<file path="config.mk">
export PLATFORM = sky130hd
export DESIGN_NAME = io_input_ctrl
export DESIGN_NICKNAME = d
export VERILOG_FILES = /design/src/rtl/io_input_ctrl.sv
export SDC_FILE = /design/constraint.sdc
export NUM_CORES = 1
export LEC_CHECK = 0
export BUFFER_PORTS_ARGS = -buffer_cell sky130_fd_sc_hd__buf_2
export CAP_MARGIN = 20
export CORE_UTILIZATION = 40
export CTS_CLUSTER_DIAMETER = 50
export DETAILED_ROUTE_END_ITERATION = 12
export PLACE_DENSITY = 0.64
export RECOVER_POWER = 50
export SLEW_MARGIN = 10
export SYNTH_ARGS = -nofsm -noshare
export SYNTH_HDL_FRONTEND = slang
export SYNTH_SLANG_ARGS = --single-unit
</file>
<file path="constraint.sdc">
create_clock -name clk -period 1.3 [get_ports clk]
set_input_delay 0.13 -clock clk [delete_from_list [all_inputs] [get_ports clk]]
set_output_delay 0.13 -clock clk [all_outputs]
set_load 0.01 [all_outputs]
</file>
<file path="src/rtl/io_input_ctrl.sv">
// Four-port input front end: per-port strobe synchronizers with rising-edge capture,
// holding registers with valid/overrun flags, and a combinational selected-port read path.
module io_input_ctrl #(
    parameter int WIDTH       = 8,
    parameter int SYNC_STAGES = 2
) (
    input  logic             clk,
    input  logic             reset,
    input  logic [WIDTH-1:0] in_a,
    input  logic [WIDTH-1:0] in_b,
    input  logic [WIDTH-1:0] in_c,
    input  logic [WIDTH-1:0] in_d,
    input  logic [3:0]       stb,
    input  logic [1:0]       sel,
    input  logic             rd,
    output logic [WIDTH-1:0] dato_out,
    output logic [3:0]       valid,
    output logic [3:0]       overrun,
    output logic             irq
);

    logic [WIDTH-1:0] portData [4];
    logic [WIDTH-1:0] holdReg  [4];
    logic [3:0]       capture;
    logic [3:0]       rdHit;

    assign portData[0] = in_a;
    assign portData[1] = in_b;
    assign portData[2] = in_c;
    assign portData[3] = in_d;

    for (genvar p = 0; p < 4; p++) begin : gPort
        logic [SYNC_STAGES-1:0] syncChain;
        logic                   stbHistory;
        logic [WIDTH-1:0]       holdQ;
        logic                   validQ;
        logic                   overrunQ;

        assign capture[p] = syncChain[SYNC_STAGES-1] & ~stbHistory;
        assign rdHit[p]   = rd && (sel == 2'(p));

        // Capture beats a same-cycle read; the read still consumed the old value,
        // so overrun is cleared rather than set in that case.
        always_ff @(posedge clk or negedge reset) begin
            if (!reset) begin
                syncChain  <= '0;
                stbHistory <= 1'b0;
                holdQ      <= '0;
                validQ     <= 1'b0;
                overrunQ   <= 1'b0;
            end else begin
                syncChain  <= {syncChain[SYNC_STAGES-2:0], stb[p]};
                stbHistory <= syncChain[SYNC_STAGES-1];
                if (capture[p]) begin
                    holdQ  <= portData[p];
                    validQ <= 1'b1;
                    if (rdHit[p]) begin
                        overrunQ <= 1'b0;
                    end else if (validQ) begin
                        overrunQ <= 1'b1;
                    end
                end else if (rdHit[p]) begin
                    validQ   <= 1'b0;
                    overrunQ <= 1'b0;
                end
            end
        end

        assign holdReg[p] = holdQ;
        assign valid[p]   = validQ;
        assign overrun[p] = overrunQ;
    end

    assign dato_out = holdReg[sel];
    assign irq      = |valid;

endmodule
</file>
==> impl_metrics.tcl, run 1 <==
set metrics [dict create \
    core_um2 5075 \
    avgRoutedWirePerCell_um 15.45 \
    slew_viol_final 0 \
    die_y_um 74.54 \
    synth_top_cell_area_share_pct 61.83 \
    via_per_inst 4.810 \
    finalCriticalPeriod_ns 1.472 \
    drive_gt1_share_pct 60.59 \
    grt_antenna_before_repair 0 \
    ant_nets 0 \
    ios 58 \
    hp-class "in2reg" \
    gp_congestion 0.7205 \
    cap_violations 0 \
    fp.dieArea_um2 5555 \
    final_nets 243 \
    hpwl_um 3033 \
    synth_most_common_cell "dfrtp_1" \
    max_clock_freq_mhz 679.5 \
    clock-sinks 52 \
    syn_avg_cell_area_um2 16.31 \
    cellLeakagePower_uw 0.001252 \
    synth_area_leader_cell "dfrtp_1" \
    nFillCells 465 \
    powerDensity_nw_per_um2 1360 \
    yosys-top-cells-area "dfrtp_1 62%, mux2_2 17%, mux4_2 6.4%" \
    clk_latency_ns 0.30 \
    clock_path_buffers 2 \
    holdWs_ns 0.05493 \
    failed_checks "setup timing" \
    utilization_pct 53.57 \
    drt_first_iter_violations 49 \
    drc 0 \
    start_util_pct 41.47 \
    tightest_slew_ns 0.6905 \
    async_flop_share_pct 100.0 \
    drt-pass1-iter-count 4 \
    cts_tree "built" \
    dpl.cell_count 252 \
    rows 26 \
    path_class "reg2out" \
    ys_ff_latch 52 \
    cts_max_level 2 \
    area_delta_synth_final_pct 29.19 \
    cp-end-kind "primary output" \
    gr-total-overflow 0 \
    setup_ws_ns -0.1717 \
    grt_max_degree 53 \
    finClkSkew_ns 0.006965 \
    grt_pass1_vias 1517 \
    design_power_total_uw 3697 \
    grt_first_pass_wirelength_um 7127 \
    fin_crit_sh_pct 113.2 \
    finalSetupViolCount 9 \
    yosysUniqueCellTypes 18 \
    seqCellArea_um2 1301 \
    synth_commonest_cells "52 x dfrtp_1, 32 x mux2_2, 8 x buf_4" \
    cp_max_fo 2 \
    rsz0062_at_grt "true" \
    cts-root-buf "clkbuf_8" \
    drt_wl_total_um 4218 \
    synth_cells 129 \
    die_w_um 74.54 \
    multi_input_area_um2 694.4 \
    synthFlopType "dfrtp_1" \
    slew_headroom_pct 53.97 \
    clkTransAtPathRegs_ns 0.09 \
    hold_viol_final 0 \
    port_buffers 57 \
    synth_fp_nets 170 \
    syn-cell-area_um2 2105 \
    outcome "complete, but fails checks" \
    cp-start-kind "flop" \
    yosysWarnings 0 \
    cp.required_ns 1.17 \
    n_antenna_cell 0 \
    synth_edf_count 0 \
    crit_arrival_ns 1.34 \
    grt_usage_pct 17.94 \
    vias 1313 \
    yosysSeqAreaShare_pct 61.83 \
    cts_made_buffers 5 \
    final_cells 273 \
    vdd_ir_drop_max_v 0.0008959 \
]
[final cells by class]
class                      instances  share of cell area [%]
sequential                        52                   47.86
multi-input combinational         61                   25.54
timing repair buffer              80                   19.14
tap                               70                   3.221
clock buffer                       6                   2.669
clock inverter                     2                   1.289
inverter                           2                  0.2761
[sequential cells by signal, summed over array words and instances (netlist names)]
name	count
gPort.holdQ	32
gPort.syncChain	8
gPort.overrunQ	4
gPort.stbHistory	4
gPort.validQ	4
[placed cells by master (no fill, tap or decap)]
cell type      instances
buf_2                 49
nand3b_1               3
o21a_1                 3
buf_4                 17
a21oi_1                1
buf_6                  8
o21bai_1               1
or4_1                  1
a21o_1                 3
dlygate4sd3_1          5
nor2b_1                3
nor3b_1                1
mux2_2                32
and3b_1                3
clkbuf_4               1
clkinv_2               1
nor2b_2                1
mux4_2                 8
nand3_1                1
bufinv_16              1
dfrtp_1               52
clkbuf_1               1
clkbuf_8               5
inv_1                  2
[path summary, 6_finish.rpt]
check | end | start | cells past startpoint | slack [ns]
max in group asynchronous | gPort[0].holdQ[7] | reset | 3 | 0.33
setup reg to reg | gPort[0].holdQ[0] | gPort[0].syncChain[1] | 3 | 0.10
hold / removal | gPort[1].holdQ[3] | in_b[3] | 2 | 0.05
min in group asynchronous | gPort[3].stbHistory | reset | 3 | 0.51
hold reg to reg | gPort[3].syncChain[1] | gPort[3].syncChain[0] | 0 | 0.35
setup / recovery | irq | gPort[1].validQ | 2 | -0.17
[metrics by stage]
stage                     instance area (µm²)  setup slack [ns]  setup TNS [ns]
after floorplan                          2105            0.2107               0
after global placement                   2469          -0.01727        -0.03411
after detailed placement                 2469          -0.02793        -0.04947
after CTS                                2675           -0.1670          -1.320
after global routing                     2719           -0.2274          -1.682
final                                    2719           -0.1717          -1.220
[report_power, final]
part	total [µW]	leakage [µW]	internal (µW)	switching [µW]
sequential	1920	0.000602	1820	102
clock	1080	0.0000552	572	505
combinational	703	0.000594	445	258
[cells by family after synthesis]
| logic type | count (synthesis) | synth area share (%) |
|---|---|---|
| flip-flops | 52 | 61.83 |
| multiplexers | 40 | 26.04 |
| buffers and inverters | 16 | 4.935 |
| AND/OR/NAND/NOR | 13 | 4.459 |
| AO/OA/AOI/OAI | 8 | 2.735 |
[worst max-delay path: stages (launching register included)]
cell and delay, ns:
dfrtp_1 0.38, or4_1 0.51, buf_2 0.15
[layer usage]
layer | vias up | global-route usage (%) | part of all wire [%]
met5 | - | 0 | 0
met4 | 0 | 6.289 | 1.6
met3 | 7 | 5.149 | 5.9
met2 | 43 | 28.83 | 49
met1 | 671 | 23.37 | 43
li1 | 592 | - | -
[what timing repair did]
item,4_1_cts,5_1_grt
cloned,0,0
hold buffers,5,0
endpoints found under the setup margin,9,14
gates resized for setup,5,6
hold endpoints to repair,56,0
setup buffers,5,3
Note: power is estimated with default switching activity, not from simulation.
==> run 2: changes to the inputs <==
--- a/config.mk
+++ b/config.mk
@@ -5,12 +5,13 @@
 export SDC_FILE = /design/constraint.sdc
 export NUM_CORES = 1
 export LEC_CHECK = 0
+export ABC_AREA = 1
 export BUFFER_PORTS_ARGS = -buffer_cell sky130_fd_sc_hd__buf_2
 export CAP_MARGIN = 20
 export CORE_UTILIZATION = 40
 export CTS_CLUSTER_DIAMETER = 50
 export DETAILED_ROUTE_END_ITERATION = 12
-export PLACE_DENSITY = 0.64
+export PLACE_DENSITY = 0.63
 export RECOVER_POWER = 50
 export SLEW_MARGIN = 10
 export SYNTH_ARGS = -nofsm -noshare
==> run 2 against run 1 <==
Effect of this change: the flow now finishes without violations; sequential power about the same; critical path depth up 3; global-route usage fell by 0.62 points; wire length increased by 13%; fmax up 21%; final cell count increased by 51%; first-iteration DRC count is 82% higher; count of clock-buffer cells in the layout decreased by 1; combinational power shrank 19%; largest power group unchanged.
==> impl_metrics.tcl, run 2 <==
set metrics [dict create \
    grt_antenna_before_repair 0 \
    core_um2 5507 \
    finalSetupViolCount 0 \
    grt_usage_pct 17.32 \
    grt_max_degree 20 \
    synth_edf_count 0 \
    cp.required_ns 1.17 \
    finClkSkew_ns 0.004478 \
    clk_latency_ns 0.29 \
    worstRegToRegCells 5 \
    pre_cts_ws_ns 0.1971 \
    clock-sinks 52 \
    start_util_pct 41.58 \
    drt-pass1-iter-count 6 \
    min_from "in_d[0]" \
    path_class "reg2out" \
    die_y_um 77.66 \
    die_w_um 77.66 \
    hpwl_um 3685 \
    finalCriticalPeriod_ns 1.214 \
    grt_pass1_vias 1756 \
    drc 0 \
    via_per_inst 4.460 \
    n_antenna_cell 0 \
    cellLeakagePower_uw 0.001563 \
    cts_max_level 2 \
    setup_ws_ns 0.08605 \
    cts-root-buf "clkbuf_8" \
    hold_depth 3 \
    vias 1842 \
    yosys-top-cells-area "dfrtp_1 57%, nand2_1 25%, nand3_1 8.1%" \
    hold_viol_final 0 \
    cp_max_fo 2 \
    post_cts_buffers 0 \
    grt_first_pass_wirelength_um 8017 \
    syn-cell-area_um2 2290 \
    vdd_ir_drop_max_v 0.0007016 \
    drt_wl_total_um 4774 \
    fp.dieArea_um2 6031 \
    slew_headroom_pct 64.33 \
    ant_nets 0 \
    clock_path_buffers 2 \
    final_nets 383 \
    cts_tree "built" \
    yosysUniqueCellTypes 14 \
    gr-total-overflow 0 \
    layout_commonest_cell "nand2_1" \
    drt_first_iter_violations 89 \
    met3_usage_pct 3.882 \
    crit_arrival_ns 1.08 \
    gp_congestion 0.7932 \
    top_register "gPort.holdQ" \
    seqCellArea_um2 1301 \
    synth_most_common_cell "nand2_1" \
    mostFrequentLayoutCells "155 x nand2_1, 56 x buf_2, 52 x dfrtp_1" \
    gr-usage-met2_pct 27.17 \
    hold-path-endpoint "gPort[3].holdQ[0]" \
    clkTransAtPathRegs_ns 0.09 \
    synth_fp_nets 322 \
    max_clock_freq_mhz 823.8 \
    cap_violations 0 \
    rsz0062_at_grt "false" \
    avgRoutedWirePerCell_um 11.56 \
    synth_cells 281 \
    synth_top_cell_area_share_pct 56.83 \
    syn_avg_cell_area_um2 8.148 \
    drive_gt1_share_pct 22.58 \
    fin_crit_sh_pct 93.38 \
    port_buffers 57 \
    ctsResizeCount 0 \
    tightest_slew_ns 0.5350 \
    r2r-start "gPort[2].syncChain[1]" \
    cp-end-kind "primary output" \
    synth_area_leader_cell "dfrtp_1" \
    reg2reg_to "gPort[2].overrunQ" \
    synth_commonest_cells "155 x nand2_1, 52 x dfrtp_1, 37 x nand3_1" \
    powerDensity_nw_per_um2 1286 \
    async_flop_share_pct 100.0 \
    hp-class "in2reg" \
    ys_ff_latch 52 \
    top_regs "gPort.holdQ: 32 flops, gPort.syncChain: 8 flops" \
    cp-start-kind "flop" \
    yosysWarnings 0 \
    tns_ns 0 \
    nFillCells 565 \
    outcome "complete, no violations" \
    rows 27 \
    multi_input_area_um2 808.3 \
    rrSetupSlack_ns 0.18 \
    largest_register_ffs 32 \
    area_delta_synth_final_pct 19.62 \
    slew_viol_final 0 \
    synthFlopType "dfrtp_1" \
    yosysSeqAreaShare_pct 56.83 \
    grt.busiest_layer "met2" \
    cts_made_buffers 5 \
    grt_util_met1_pct 23.98 \
    ios 58 \
]
## run 2: changes by cell type in the layout (fill, tap and decap cells not counted), moves of 5 or more
cell,before,now
mux4_2,8,0
nand3_1,1,37
buf_4,17,4
mux2_2,32,0
buf_6,8,0
nand2_1,0,155
inv_2,0,5
buf_2,49,56
inv_1,2,8
## run 2: logic make-up after synthesis
family                 share of synthesized area [%]
AND/OR/NAND/NOR                                34.86
flip-flops                                     56.83
buffers and inverters                          7.869
AO/OA/AOI/OAI                                 0.4367
## run 2: repair_timing
| action | CTS | global route |
|---|---|---|
| hold endpoints to repair | 18 | 0 |
| setup endpoints to repair | 0 | 1 |
| hold buffers | 5 | 0 |
## run 2: final cells by class
cell class / instances / share of cell area [%]
Inverter: 14 / 2.101
Clock buffer: 5 / 2.513
Multi-Input combinational cell: 199 / 29.51
Tap cell: 72 / 3.289
Timing Repair Buffer: 70 / 13.98
Clock inverter: 1 / 1.096
Sequential cell: 52 / 47.51
## run 2: how the worst max path moves through the flow
stage                             end                  start  cells after the start
detailed placement        dato_out[1]                 sel[0]                      7
floorplan           gPort[2].holdQ[0]  gPort[2].syncChain[1]                      4
global route              dato_out[2]      gPort[3].holdQ[2]                      5
CTS                       dato_out[1]      gPort[3].holdQ[1]                      5
finish                    dato_out[1]      gPort[3].holdQ[1]                      5
global placement          dato_out[1]                 sel[0]                      7
## run 2: per-stage QoR
step / hold slack (ns) / cell area [µm²] / std cells / total power (µW) / utilization [%]
after floorplan: -0.1656 / 2290 / 281 / 2304 / -
after global placement: 0.08387 / 2628 / 402 / 2514 / 47.72
after detailed placement: 0.08645 / 2628 / 402 / 2529 / 47.72
after CTS: 0.05182 / 2776 / 413 / 3588 / 50.42
after global routing: 0.05399 / 2739 / 413 / 3737 / 49.74
final: 0.06162 / 2739 / 413 / 3522 / 49.74
## run 2: worst max-delay path: stages, from the launching register on
cell and delay (ns):
dfrtp_1 0.39, nand2_1 0.07, nand2_1 0.05, nand2_1 0.05, nand2_1 0.07, buf_2 0.14
## run 2: layer usage
layer	part of all wire, %	routed length (µm)
met1	50	2387
met2	46	2179
met3	3.6	173
met4	0.71	34
met5	0	0
## run 2: report_power, final
| group | total, µW | internal (µW) | switching (µW) |
|---|---|---|---|
| Clock | 1040 | 553 | 489 |
| Combinational | 572 | 237 | 335 |
| Sequential | 1910 | 1800 | 113 |
